==> src/rtl/apb_rst_seq.sv <==
// apb_rst_seq: APB-programmable reset sequencer.
// Releases NUM_DOM domain resets in ascending order and re-asserts them in
// descending order. Each step waits a programmable delay. The control
// registers are clocked and reset by the APB clock and reset only, so the
// domains this block drives can never reset its own registers.
module apb_rst_seq #(
    parameter int unsigned ADDR_WIDTH = 32,
    parameter int unsigned DATA_WIDTH = 32,
    parameter int unsigned NUM_DOM    = 4,
    parameter int unsigned DLY_WIDTH  = 16,
    parameter logic [DLY_WIDTH-1:0] DLY_RESET = DLY_WIDTH'(15)
) (
    input  logic                  pclk,
    input  logic                  prst,
    input  logic                  psel,
    input  logic [ADDR_WIDTH-1:0] paddr,
    input  logic                  pwrite,
    input  logic [DATA_WIDTH-1:0] pwdata,
    input  logic                  penable,
    output logic [DATA_WIDTH-1:0] prdata,
    input  logic                  rst_req_n,
    input  logic                  wdt_rst,
    output logic [NUM_DOM-1:0]    dom_rst_n,
    output logic                  seq_busy
);

    localparam int unsigned IDX_W = (NUM_DOM > 1) ? $clog2(NUM_DOM) : 1;
    localparam logic [IDX_W-1:0] IDX_LAST = IDX_W'(NUM_DOM - 1);

    localparam logic [7:0] ADDR_CTRL = 8'h00;
    localparam logic [7:0] ADDR_DLY  = 8'h04;
    localparam logic [7:0] ADDR_STAT = 8'h08;

    typedef enum logic [1:0] {
        S_HOLD    = 2'd0,
        S_RELEASE = 2'd1,
        S_RUN     = 2'd2,
        S_ASSERT  = 2'd3
    } state_t;

    state_t                 state_q, state_d;
    logic [IDX_W-1:0]       idx_q, idx_d;
    logic [DLY_WIDTH-1:0]   cnt_q, cnt_d;
    logic [NUM_DOM-1:0]     dom_q, dom_d;

    logic                   wdt_en_q;
    logic                   soft_pend_q;
    logic                   wdt_flag_q;
    logic [DLY_WIDTH-1:0]   dly_q;

    logic                   wr_en_c;
    logic                   rd_en_c;
    logic [7:0]             addr_lo_c;
    logic                   wdt_hit_c;
    logic                   abort_c;
    logic [DATA_WIDTH-1:0]  rd_data_c;

    // Upper address bits and unmapped write-data bits are not decoded.
    logic                   apb_unused;
    assign apb_unused = ^{paddr, pwdata};

    assign wr_en_c   = psel & penable & pwrite;
    assign rd_en_c   = psel & ~penable & ~pwrite;
    assign addr_lo_c = paddr[7:0];
    assign wdt_hit_c = wdt_en_q & wdt_rst;
    assign abort_c   = ~rst_req_n | soft_pend_q | wdt_hit_c;

    assign dom_rst_n = dom_q;

    // Read data mux; unmapped addresses return zero.
    always_comb begin
        rd_data_c = '0;
        case (addr_lo_c)
            ADDR_CTRL: rd_data_c[1] = wdt_en_q;
            ADDR_DLY:  rd_data_c[DLY_WIDTH-1:0] = dly_q;
            ADDR_STAT: begin
                rd_data_c[1:0]         = 2'(state_q);
                rd_data_c[2]           = wdt_flag_q;
                rd_data_c[8 +: NUM_DOM] = dom_q;
            end
            default:   rd_data_c = '0;
        endcase
    end

    // APB-visible registers and the read data register.
    always_ff @(posedge pclk or posedge prst) begin
        if (prst) begin
            prdata      <= '0;
            wdt_en_q    <= 1'b0;
            soft_pend_q <= 1'b0;
            wdt_flag_q  <= 1'b0;
            dly_q       <= DLY_RESET;
        end else begin
            if (rd_en_c) begin
                prdata <= rd_data_c;
            end
            if (wr_en_c && addr_lo_c == ADDR_CTRL) begin
                wdt_en_q <= pwdata[1];
            end
            if (wr_en_c && addr_lo_c == ADDR_DLY) begin
                dly_q <= pwdata[DLY_WIDTH-1:0];
            end
            // A new soft-reset request outranks the clear done while holding.
            if (wr_en_c && addr_lo_c == ADDR_CTRL && pwdata[0]) begin
                soft_pend_q <= 1'b1;
            end else if (state_q == S_HOLD) begin
                soft_pend_q <= 1'b0;
            end
            // An accepted watchdog event outranks a software clear.
            if (wdt_hit_c) begin
                wdt_flag_q <= 1'b1;
            end else if (wr_en_c && addr_lo_c == ADDR_STAT && pwdata[2]) begin
                wdt_flag_q <= 1'b0;
            end
        end
    end

    // Sequencer state, step index, delay counter and domain reset register.
    always_ff @(posedge pclk or posedge prst) begin
        if (prst) begin
            state_q  <= S_HOLD;
            idx_q    <= '0;
            cnt_q    <= '0;
            dom_q    <= '0;
            seq_busy <= 1'b0;
        end else begin
            state_q  <= state_d;
            idx_q    <= idx_d;
            cnt_q    <= cnt_d;
            dom_q    <= dom_d;
            seq_busy <= (state_d == S_RELEASE) || (state_d == S_ASSERT);
        end
    end

    // Next-state logic: ascending release, descending assert, one domain per step.
    always_comb begin
        state_d = state_q;
        idx_d   = idx_q;
        cnt_d   = cnt_q;
        dom_d   = dom_q;
        case (state_q)
            S_HOLD: begin
                if (rst_req_n && !soft_pend_q) begin
                    state_d = S_RELEASE;
                    idx_d   = '0;
                    cnt_d   = dly_q;
                end
            end
            S_RELEASE: begin
                if (abort_c) begin
                    if (idx_q == '0) begin
                        state_d = S_HOLD;
                    end else begin
                        state_d = S_ASSERT;
                        idx_d   = idx_q - IDX_W'(1);
                        cnt_d   = dly_q;
                    end
                end else if (cnt_q != '0) begin
                    cnt_d = cnt_q - DLY_WIDTH'(1);
                end else begin
                    dom_d[idx_q] = 1'b1;
                    if (idx_q == IDX_LAST) begin
                        state_d = S_RUN;
                    end else begin
                        idx_d = idx_q + IDX_W'(1);
                        cnt_d = dly_q;
                    end
                end
            end
            S_RUN: begin
                if (abort_c) begin
                    state_d = S_ASSERT;
                    idx_d   = IDX_LAST;
                    cnt_d   = dly_q;
                end
            end
            S_ASSERT: begin
                if (cnt_q != '0) begin
                    cnt_d = cnt_q - DLY_WIDTH'(1);
                end else begin
                    dom_d[idx_q] = 1'b0;
                    if (idx_q == '0) begin
                        state_d = S_HOLD;
                    end else begin
                        idx_d = idx_q - IDX_W'(1);
                        cnt_d = dly_q;
                    end
                end
            end
            default: state_d = S_HOLD;
        endcase
    end

endmodule

==> config.mk <==
export PLATFORM = sky130hd
export DESIGN_NAME = apb_rst_seq
export DESIGN_NICKNAME = d
export VERILOG_FILES = /design/src/rtl/apb_rst_seq.sv
export SDC_FILE = /design/constraint.sdc
export NUM_CORES = 1
export LEC_CHECK = 0
export BUFFER_PORTS_ARGS = -buffer_cell sky130_fd_sc_hd__buf_4
export CORE_MARGIN = 2
export CORE_UTILIZATION = 55
export DETAILED_ROUTE_END_ITERATION = 10
export HOLD_SLACK_MARGIN = 0.02
export PLACE_DENSITY = 0.85
export SETUP_SLACK_MARGIN = 0.02
export SYNTH_ARGS = -nofsm -noshare
export SYNTH_HDL_FRONTEND = slang
export SYNTH_SLANG_ARGS = --single-unit
==> constraint.sdc <==
create_clock -name pclk -period 5.2 [get_ports pclk]
set_input_delay 0 -clock pclk [delete_from_list [all_inputs] [get_ports pclk]]
set_output_delay 0 -clock pclk [all_outputs]
set_load 0.01 [all_outputs]
# ---- Word level (Yosys, flattened, before mapping)
# Cells that the tools add are included.
# Widths: inputs -> output; s select.
dict set report totals {
  wordCells 104
  in_bits 71
  ff_bits 60
  out_inout_bits 37
}
dict set report classes {
  bitwise_logic 13
  n_mux 41
  reduce_logical 19
  n_lt_le_gt_ge 2
  eq_ne 16
  add_sub_neg 3
}
# operator count
set ops {}
lappend ops {{$mux 16} 7}
lappend ops {{$pmux 16 s4} 1}
lappend ops {{$mux 2} 15}
lappend ops {{$mux 4} 4}
lappend ops {{$pmux 2 s4} 2}
lappend ops {{$pmux 4 s2} 2}
lappend ops {{$reduce_bool 16->1} 1}
lappend ops {{$sub 16x1->16 const B} 1}
lappend ops {{$eq 2x2->1 const B} 4}
lappend ops {{$eq 8x3->1 const B} 1}
lappend ops {{$eq 8x4->1 const B} 1}
lappend ops {{$logic_not 8->1} 1}
lappend ops {{$ne 2x2->1 const B} 4}
lappend ops {{$logic_and 1x1->1} 7}
lappend ops {{$ne 3x3->1 const B} 2}
lappend ops {{$reduce_bool 2->1} 3}
lappend ops {{$and 1x1->1} 5}
lappend ops {{$mux 1} 5}
lappend ops {{$mux 5} 1}
lappend ops {{$reduce_and 5->1} 1}
lappend ops {{$and 4x4->4} 1}
lappend ops {{$eq 2x1->1 const B} 2}
lappend ops {{$logic_not 2->1} 2}
lappend ops {{$ne 4x4->1 const B} 1}
lappend ops {{16 further kinds} 20}

# ---- Longest topological paths before layout
# Gate-level depths: netlist of run 1.
dict set report logic_depth {
  word_depth 8
  depth_mapped 10
  mapped_depth_nobuf 9
}

# ---- Worst setup path before layout of run 1
# No wires, ideal clock.
dict set report synth_timing {
  path_kind {register -> register}
  from {register cnt_q[8]}
  to {register cnt_q[6]}
  stages_incl_launch_ff 9
  n_path_buf 3
  setup_ns 0.126
  synth_period_minus_slack_ns 2.567
  required_time_ns 5.074
  path_slack_ns 2.633
  t_arrival_ns 2.441
  cell_sequence {dfrtp_1 -> buf_6 -> or4_4 -> buf_6 -> or4_4 -> buf_6 -> o21ai_4 -> nor2_2 -> a221o_1}
}
dict set report synth_via {
  elab_chain_cells 4
  elab_cells_between_ends 7
  cone_classes {eq/ne: 1; mux: 4; reduce/logical: 2}
}
# item line
set synth_lines {}
lappend synth_lines {{start: declaration} 43} ;# logic [DLY_WIDTH-1:0] cnt_q, cnt_d;
lappend synth_lines {{start signal: assignment} 129} ;# cnt_q <= cnt_d;
lappend synth_lines {{$reduce_bool 16->1 (*)} {158, 178}}
lappend synth_lines {{$mux 16} 158} ;# end else if (cnt_q != '0) begin
lappend synth_lines {{$mux 16} 150} ;# if (abort_c) begin
lappend synth_lines {{$pmux 16 s4} 141} ;# case (state_q)
# Every way passes the cells marked *; elsewhere a longest branch is shown, timed or not.
# A chain may end at the register's enable or synchronous reset.

# ---- Final worst setup path of run 1
dict set report layout_timing {
  from {register cnt_q[0]}
  to {register idx_q[0]}
}
dict set report layout_via {
  elab_chain_cells 3
  elab_cells_between_ends 4
  cone_classes {eq/ne: 2; reduce/logical: 2}
}
# item line
set layout_lines {}
lappend layout_lines {{$reduce_bool 16->1 (*)} {158, 178}}
lappend layout_lines {{$ne 3x3->1 (no source line) / $ne 2x2->1 (equally long branches)} -}
lappend layout_lines {{$reduce_and 5->1 (no source line) (*)} -}
lappend layout_lines {{end signal: assignment} 128} ;# idx_q <= idx_d;
lappend layout_lines {{end: declaration} 42} ;# logic [IDX_W-1:0] idx_q, idx_d;
# Marks and branches as above.

==> flow_summary.yaml, run 1 <==
outcome:
  status: "completed"
die:
  initial_core_util: 0.5689
  die_x_um: 82.26
  row_count: 28
  die_area_um2: 6766
  io_pins: 108
  core_um2: 5921
  die_h_um: 82.26
worst_setup_path:
  crit_family: "simple AND/OR/NAND/NOR gates"
  crit_arrival_ns: 3.38
  crit_slowest_cell: "or3_1"
  worstSetupPathType: "flip-flop to flip-flop"
  crit_fanout: 17
  endpoint_kind: "flip-flop"
  cp_cell_sequence: "inv_1 > ha_1 > or3b_1 > nor4_4 > or3_1 > and3_1 > a21oi_1 > a221o_1"
  crit_buf_inv: 1
  cp.required_ns: 5.43
  startpoint_type: "flip-flop"
  cpPeakStageDelay_ns: 0.60
synthesis:
  async_flop_share: 1.000
  synth_edf_count: 0
  synth_ff_type: "dfrtp_1"
  syn_inst: 356
  netlist_area_um2: 3368
  ys_ff_latch: 59
  ys_seq_area_frac: 0.4398
  yosysUniqueCellTypes: 54
  yosysWarnings: 0
  syn-mean-instance-area_um2: 9.461
power:
  netSwitchingFraction: 0.3411
  seq_power_share: 0.481
  total_power_uw: 1330
  power_frac_comb: 0.242
  p_switching_uw: 453.7
  clock_power_share: 0.277
  p_per_area_nw_per_um2: 324.8
  vdd_drop_max_mv: 0.2312
  p_leak_uw: 0.001917
  intPower_uw: 876.3
worst_hold_path:
  hp-class: "input pin to flip-flop"
sta:
  grt_setup_unrepaired: "false"
  final.setup.tns_ns: 0
  skew_ns: 0.006099
  fmax_ghz: 0.3176
  relSlewSlack: 0.4370
  setup_viol: 0
  drv_slew: 0
  fin_crit_ns: 3.148
  finalHoldViolations: 0
  worst_pin_slew_ns: 0.8380
  fin_crit_sh: 0.6054
finish:
  fin_nets: 501
  n_antenna_cell: 0
  fillers: 435
  syn_to_final_growth_pct: 21.58
  drive_gt1_frac: 0.2284
  final_util: 0.6917
  postLayoutCellArea_um2: 4095
placement:
  gp_congestion: 0.9538
  port-buffer-count: 51
  dp_hpwl_um: 5687
  placed_area_um2: 3704
cts:
  cts_sinks: 59
  cts-hold-fix-buffers: 22
  clkTransAtPathRegs_ns: 0.07
  post_cts_buffers: 0
  clk_latency_ns: 0.34
  cts_buffers: 9
  cts_root_buf: "clkbuf_8"
  htreeDepth: 3
  cts_resized: 0
  cts_tree: "yes"
  clk_path_buf_depth: 2
global_route:
  gr-usage-met2: 0.4395
  met1_usage: 0.3564
  antenna_found_initial: 0
  grt_pass1_vias: 2853
  grt_max_degree: 60
  overflow: 0
  top_usage_layer: "met2"
  use_met3: 0.06957
  grt_pass1_wl_um: 13810
  grt_usage: 0.2725
detailed_routing:
  final_antenna_net_count: 0
  dr.first_iter.drc_count: 240
  viasPerCell: 6.067
  wl_um: 8653
  drc_errors: 0
  wire_per_inst_um: 17.17
  first_pass_iters: 8
  num_vias: 3058
run:
  cap_violations: 0
[final cells by class]
type                       instances  area [um^2]  area share
clock buffer                      11        141.4     0.03452
clock inverter                     5        30.03    0.007333
inverter                          12        45.04     0.01100
multi-input combinational        267         1685      0.4115
sequential                        59         1481      0.3617
tap                               75        93.84     0.02291
timing repair buffer              75        618.1      0.1509
[cell usage in the layout (no fill, tap or decap), drive strengths merged, types with 4 or more instances in the layout]
| cell type | Yosys | layout |
|---|---|---|
| o221ai | 5 | 5 |
| a221o | 6 | 6 |
| nor4 | 13 | 13 |
| nand3 | 19 | 19 |
| nor3 | 5 | 5 |
| ha | 6 | 6 |
| inv | 12 | 12 |
| mux2 | 17 | 17 |
| dlygate4sd3 | 0 | 22 |
| buf | 23 | 53 |
| a22oi | 5 | 5 |
| and3 | 5 | 5 |
| a21oi | 16 | 16 |
| or3 | 5 | 5 |
| nor2 | 33 | 33 |
| nand2 | 39 | 39 |
| or4 | 5 | 5 |
| a221oi | 6 | 6 |
| conb | 1 | 16 |
| a31oi | 6 | 6 |
| dfstp | 4 | 4 |
| dfrtp | 55 | 55 |
| clkbuf | 10 | 11 |
| mux2i | 5 | 5 |
| o21ai | 20 | 20 |
[registers in the layout, indices dropped and copies added (netlist names), named ones only]
register	count
cnt_q	16
dly_q	16
idx_q	2
prdata	16
seq_busy	1
soft_pend_q	1
state_q	1
wdt_en_q	1
wdt_flag_q	1
[through the flow]
stage / worst slack, ns / hold slack [ns] / instances
after floorplan: 2.633 / 0.1054 / 371
after global placement: 2.163 / 0.2355 / 466
after detailed placement: 2.110 / 0.2356 / 466
after CTS: 2.097 / 0.04884 / 504
after global routing: 1.848 / 0.05632 / 504
final: 2.052 / 0.06603 / 504
[power groups by stage]
| stage | logic [uW] | registers, uW | clock network [uW] |
|---|---|---|---|
| after CTS | 320 | 635 | 375 |
| after floorplan | 267 | 608 | 0 |
| after detailed placement | 305 | 640 | 0 |
| after global routing | 361 | 651 | 393 |
| after global placement | 294 | 635 | 0 |
| final | 321 | 640 | 368 |
[Yosys cell counts, types with 5 or more instances]
cell type,n,share of area
inv_1,11,0.012
ha_1,6,0.022
nor2_1,32,0.036
a31oi_1,6,0.011
nand3_1,19,0.028
a21oi_1,16,0.024
a22oi_1,5,0.011
a221oi_1,6,0.016
mux2_2,17,0.057
o21ai_0,18,0.027
nor3_1,5,0.0074
clkbuf_1,10,0.011
nand2_1,39,0.043
a221o_1,6,0.018
buf_4,17,0.038
and3_1,5,0.0093
or3_1,5,0.0093
nor4_1,12,0.022
mux2i_1,5,0.015
dfrtp_1,55,0.41
o221ai_1,5,0.013
[tightest hold or removal path: cells and delay by family]
kind                   cells  cell delay [ns]
AO/OA/AOI/OAI              2             0.26
buffers and inverters      1             0.11
[path summary, 6_finish.rpt]
kind                       slack [ns]  cells past startpoint         to       from
max                              2.05                      8   idx_q[0]   cnt_q[0]
min                              0.07                      3  prdata[1]   paddr[2]
max reg2reg                      2.05                      8   idx_q[0]   cnt_q[0]
min reg2reg                      0.47                      2  prdata[3]  prdata[3]
max in group asynchronous        4.29                      4  cnt_q[13]       prst
min in group asynchronous        0.42                      4   wdt_en_q       prst
[logic make-up after synthesis]
logic type               after synthesis  synth area share
AO/OA/AOI/OAI                         86            0.1824
XOR/XNOR                               2          0.005202
other                                  1          0.001113
buffers and inverters                 45           0.07652
AND/OR/NAND/NOR                      135            0.2010
multiplexers                          22           0.07169
flip-flops                            59            0.4398
adder cells (fa/ha/maj)                6           0.02229
[metal layers]
layer	vias to the layer above	share of wire
met5	-	0
met4	0	0.015
met3	14	0.069
met2	146	0.50
met1	1486	0.41
li1	1412	-
Power figures use the tool's default switching activity.
==> run 2, diff against run 1 <==
- ABC_AREA: default -> 1
- CORE_UTILIZATION: 55 -> 53
- PLACE_DENSITY: 0.85 -> 0.81
- clock period: 5.2 -> 2.9 ns (I/O delays scaled with it)
==> run 2 against run 1 <==
Utilization is 3.7 points lower. Via count increased by 31%. First-iteration DRC count rose by 40%. Global-route usage down 0.25 points. Clock skew increased by 0.0036 ns. Non-clock buffer count unchanged. Worst hold slack gained 0.0014 ns. Clock-buffer cell count is 2 higher. Largest power group unchanged.
==> flow_summary.yaml, run 2 <==
detailed_routing:
  first_pass_iters: 5
  wl_um: 10710
  dr.first_iter.drc_count: 337
  drc_errors: 0
  final_antenna_net_count: 0
  viasPerCell: 5.391
  num_vias: 4011
  wire_per_inst_um: 14.40
die:
  die_h_um: 90.43
  initial_core_util: 0.5458
  io_pins: 108
  core_um2: 7253
  row_count: 31
  die_area_um2: 8177
  die_x_um: 90.43
finish:
  postLayoutCellArea_um2: 4748
  top_regs: "cnt_q: 16 flops, dly_q: 16 flops, prdata: 16 flops"
  layout_common_cells: "169 x nand2_1, 71 x nor2_1, 61 x inv_1, 55 x dfrtp_1, 55 x buf_4"
  drive_gt1_frac: 0.1550
  syn_to_final_growth_pct: 19.94
  final_util: 0.6546
  final_common_cell: "nand2_1"
  n_antenna_cell: 0
  fin_nets: 718
synthesis:
  synth_top_area_share: 0.3477
  syn_inst: 572
  syn-mean-instance-area_um2: 6.921
  yosysUniqueCellTypes: 35
  yosysWarnings: 0
  ys_ff_latch: 59
  synth_area_leader_cell: "dfrtp_1"
  ys_seq_area_frac: 0.3742
  synth_ff_type: "dfrtp_1"
  synth_edf_count: 0
  async_flop_share: 1.000
  synth.area.top_cells: "dfrtp_1 35%, nand2_1 16%, nor2_1 6.7%"
  synth_common_cells: "169 x nand2_1, 71 x nor2_1, 62 x inv_1"
  netlist_area_um2: 3959
  synth.most_common_cell: "nand2_1"
worst_setup_path:
  critical_path.most_common_cell: "nand2_1"
  reg2reg_from: "cnt_q[0]"
  crit_family: "simple AND/OR/NAND/NOR gates"
  crit_buf_inv: 3
  worstSetupPathType: "flip-flop to flip-flop"
  cpPeakStageDelay_ns: 0.42
  crit_slowest_cell: "dfrtp_1"
  startpoint_type: "flip-flop"
  crit_arrival_ns: 2.50
  endpoint_kind: "flip-flop"
  r2r_slack_ns: 0.62
  crit_fanout: 11
  cp_cell_sequence: "inv_1 > ha_1 > nand2_1 > nor2_2 > nand2_1 > inv_1 > o211ai_1 > inv_1 > nand2_1 > nand2_1 > o21ai_0"
  cp.required_ns: 3.12
  reg2reg_depth: 11
sta:
  finalHoldViolations: 0
  drv_slew: 0
  grt_setup_unrepaired: "false"
  worst_pin_slew_ns: 1.048
  fin_crit_ns: 2.281
  relSlewSlack: 0.3014
  holdWs_ns: 0.06747
  skew_ns: 0.009652
  setup_viol: 0
  fin_crit_sh: 0.7866
  fmax_ghz: 0.4384
  final.setup.tns_ns: 0
cts:
  cts_root_buf: "clkbuf_8"
  clkTransAtPathRegs_ns: 0.07
  cts_resized: 0
  clk_latency_ns: 0.35
  htreeDepth: 3
  clk_path_buf_depth: 2
  cts_buffers: 9
  cts_sinks: 59
  cts_tree: "yes"
outcome:
  status: "completed"
placement:
  port-buffer-count: 51
  gp_congestion: 0.9140
  dp_hpwl_um: 7617
  placed_area_um2: 4344
run:
  cap_violations: 0
power:
  total_power_uw: 1737
  vdd_drop_max_mv: 0.2846
  p_per_area_nw_per_um2: 365.9
  p_leak_uw: 0.002477
global_route:
  overflow: 0
  grt_usage: 0.2700
  grt_pass1_wl_um: 18040
  grt_max_degree: 57
  antenna_found_initial: 0
  grt_pass1_vias: 3914
worst_hold_path:
  hp-class: "input pin to asynchronous set/reset pin"
run 2: cell count changes in the layout (fill, tap and decap cells not counted), moves of 7 or more:
cell,delta
mux2_2,-17
o22ai_1,+9
nand3_1,+8
xor2_1,+7
o31ai_1,+8
nand2_1,+130
a21oi_1,+12
o21ai_0,+13
inv_1,+51
nor2_1,+39
nor4_1,-12
nand4_1,+12
run 2: where the power goes:
group	total [uW]	switching [uW]	internal, uW
sequential	836	4.71	831
combinational	113	58.4	54.3
clock	789	327	462
total	1740	390	1350
run 2: how the worst max path moves through the flow:
| stage | startpoint | endpoint | slack, ns | cells after the start |
|---|---|---|---|---|
| floorplan | cnt_q[0] | cnt_q[0] | 1.22 | 10 |
| global placement | cnt_q[0] | cnt_q[3] | 0.72 | 10 |
| detailed placement | cnt_q[0] | cnt_q[3] | 0.71 | 10 |
| CTS | cnt_q[0] | cnt_q[3] | 0.69 | 10 |
| global route | cnt_q[0] | cnt_q[3] | 0.45 | 10 |
| finish | cnt_q[0] | flip-flop | 0.62 | 11 |
run 2: timing repair:
item,CTS,global route
hold buffers,20,0
endpoints found under the setup margin,0,0
buffers inserted,0,0
hold endpoints to repair,81,0
run 2: logic make-up (layout without fill, tap and decap cells):
group / after synthesis / count (layout) / synth area share
buf+inv: 104 / 162 / 0.1207
xor+xnor: 7 / 7 / 0.01549
flops: 59 / 59 / 0.3742
fa+ha+maj: 6 / 6 / 0.01896
compound gates: 93 / 93 / 0.1378
simple gates: 302 / 302 / 0.3319
other cells: 1 / 16 / 0.0009473
run 2: worst register-to-register path, stage by stage (launching register included):
cell      delay (ns)
dfrtp_1         0.42
inv_1           0.09
ha_1            0.23
nand2_1         0.18
nor2_2          0.23
nand2_1         0.30
inv_1           0.22
o211ai_1        0.16
inv_1           0.12
nand2_1         0.08
nand2_1         0.07
o21ai_0         0.07
run 2: routing by layer:
| metal | part of all wire | GRT usage | vias up |
|---|---|---|---|
| met1 | 0.41 | 0.3385 | 1874 |
| met4 | 0.016 | 0.08077 | 0 |
| li1 | - | - | 1937 |
| met2 | 0.50 | 0.4737 | 176 |
| met3 | 0.070 | 0.05008 | 24 |
| met5 | 0 | 0 | - |
run 2: final cells by class:
class | instances | area (um^2)
timing repair buffer | 75 | 613.1
sequential | 59 | 1481
inverter | 72 | 270.3
clock inverter | 2 | 35.03
clock buffer | 13 | 168.9
fill | 635 | 2505
multi-input combinational | 424 | 2056
tap | 99 | 123.9
run 2: per-stage QoR:
| step | cells | setup slack, ns |
|---|---|---|
| finish | 744 | 0.6190 |
| global route | 744 | 0.4511 |
| CTS | 744 | 0.6926 |
| detailed placement | 709 | 0.7129 |
| global placement | 709 | 0.7197 |
| floorplan | 587 | 1.220 |
==> run 3, diff against run 2 <==
- clock period: 2.9 -> 2.1 ns (I/O delays scaled with it)
==> run 3 against run 2 <==
Register-to-register slack lost 0.42 ns. Setup slack lost 0.42 ns. Utilization grew 1.9 points. Clock-buffer cell count grew 2. Cell count grew 1.3%. Clock skew grew 0.00081 ns. Non-clock buffer count grew 9. Fmax grew 20%. Critical path depth shrank 1. Largest power group unchanged.
==> flow_summary.yaml, run 3 (synthesis gave the netlist of run 2 again) <==
outcome:
  status: "completed"
power:
  p_leak_uw: 0.002530
  vdd_drop_max_mv: 0.4630
  total_power_uw: 2457
  p_per_area_nw_per_um2: 503.1
placement:
  dp_hpwl_um: 7826
  port-buffer-count: 51
  dp_cells: 716
  gp_congestion: 0.8882
global_route:
  grt_pass1_vias: 3962
  grt_max_degree: 38
  grt_usage: 0.2763
  overflow: 0
  grt_pass1_wl_um: 18150
  antenna_found_initial: 0
sta:
  grt_setup_unrepaired: "false"
  final.setup.tns_ns: 0
  drv_slew: 0
  worst_pin_slew_ns: 1.079
  fmax_ghz: 0.5247
  fin_crit_sh: 0.9076
  finalHoldViolations: 0
  relSlewSlack: 0.2807
  holdWs_ns: 0.05870
  skew_ns: 0.01046
  setup_viol: 0
  fin_crit_ns: 1.906
detailed_routing:
  drc_errors: 0
  num_vias: 4083
  final_antenna_net_count: 0
  wire_per_inst_um: 14.60
  viasPerCell: 5.415
  dr.first_iter.drc_count: 297
  wl_um: 11010
  first_pass_iters: 5
cts:
  htreeDepth: 3
  cts_buffers: 9
  clkTransAtPathRegs_ns: 0.07
  cts_sinks: 59
  cts_root_buf: "clkbuf_8"
  clk_path_buf_depth: 2
  cts_tree: "yes"
  clk_latency_ns: 0.35
finish:
  stdcell_count: 754
  layout_common_cells: "168 x nand2_1, 70 x nor2_1, 62 x buf_4, 60 x inv_1, 55 x dfrtp_1"
  n_antenna_cell: 0
  final_common_cell: "nand2_1"
  regArea_um2: 1481
  final_util: 0.6733
  fin_nets: 727
  syn_to_final_growth_pct: 23.36
  drive_gt1_frac: 0.1725
  multi_input_area_um2: 2086
  top_regs: "cnt_q: 16 flops, dly_q: 16 flops, prdata: 16 flops"
  fillers: 606
worst_setup_path:
  endpoint_kind: "flip-flop"
  reg2reg_depth: 10
  cp.required_ns: 2.39
  worstSetupPathType: "flip-flop to flip-flop"
  crit_arrival_ns: 2.20
  startpoint_type: "flip-flop"
  crit_fanout: 8
die:
  die_area_um2: 8177
  io_pins: 108
  row_count: 31
  die_h_um: 90.43
  die_x_um: 90.43
  core_um2: 7253
  initial_core_util: 0.5458
worst_hold_path:
  hp-class: "input pin to flip-flop"
  holdPathStages: 5
run:
  cap_violations: 0
run 3: cell count changes in the layout (fill, tap and decap cells not counted), sizes merged:
| cell | delta |
|---|---|
| buf | +9 |
| clkbuf | +2 |
| clkinv | -1 |
run 3: worst paths after layout:
path / from / endpoint / slack (ns)
worst max-delay path: cnt_q[0] / cnt_q[12] / 0.19
worst min-delay path: pwrite / prdata[1] / 0.06
worst max register to register: cnt_q[0] / cnt_q[12] / 0.19
worst min register to register: prdata[0] / prdata[0] / 0.48
max in group asynchronous: prst / dly_q[3] / 1.24
min in group asynchronous: prst / prdata[11] / 0.23
run 3: per-layer routing:
| layer | routed length [um] | share of wire | GRT usage | vias to the layer above |
|---|---|---|---|---|
| li1 | - | - | - | 1952 |
| met1 | 4513 | 0.41 | 0.3405 | 1919 |
| met2 | 5503 | 0.50 | 0.4731 | 182 |
| met3 | 734 | 0.067 | 0.06093 | 30 |
| met4 | 256 | 0.023 | 0.1064 | 0 |
| met5 | 0 | 0 | 0 | - |
run 3: through the flow:
stage	setup slack [ns]	area, um^2
4_1_cts	0.09242	4838
6_report	0.1940	4883
3_3_place_gp	0.1978	4422
5_1_grt	0.04761	4883
2_1_floorplan	0.4202	4015
3_5_place_dp	0.1170	4422
run 3: layout make-up:
type	instances	share of cell area
well taps	99	0.02537
clock buffers	15	0.03818
repair buffers	84	0.1445
multi-input cells	424	0.4271
clock inverters	1	0.006149
flip-flops and latches	59	0.3034
inverters	72	0.05534
run 3: worst max-delay path, cell delays in order (launching register included):
cell,delay [ns]
dfrtp_1,0.43
inv_1,0.10
ha_1,0.18
nand2_2,0.12
nor2_2,0.15
nand4_4,0.22
o21bai_4,0.36
nand2_1,0.10
nand3_1,0.10
nand2_1,0.05
inv_1,0.04
run 3: what timing repair did:
action | CTS | global route
buffers inserted | 0 | 2
setup endpoints to repair | 0 | 17
hold buffers | 20 | 0
resized for setup | 0 | 8
hold endpoints to repair | 45 | 0
run 3: where the power goes:
group	internal [uW]	switching [uW]
Clock	680	462
Combinational	78.5	82.7
Sequential	1150	6.90
Total	1910	551
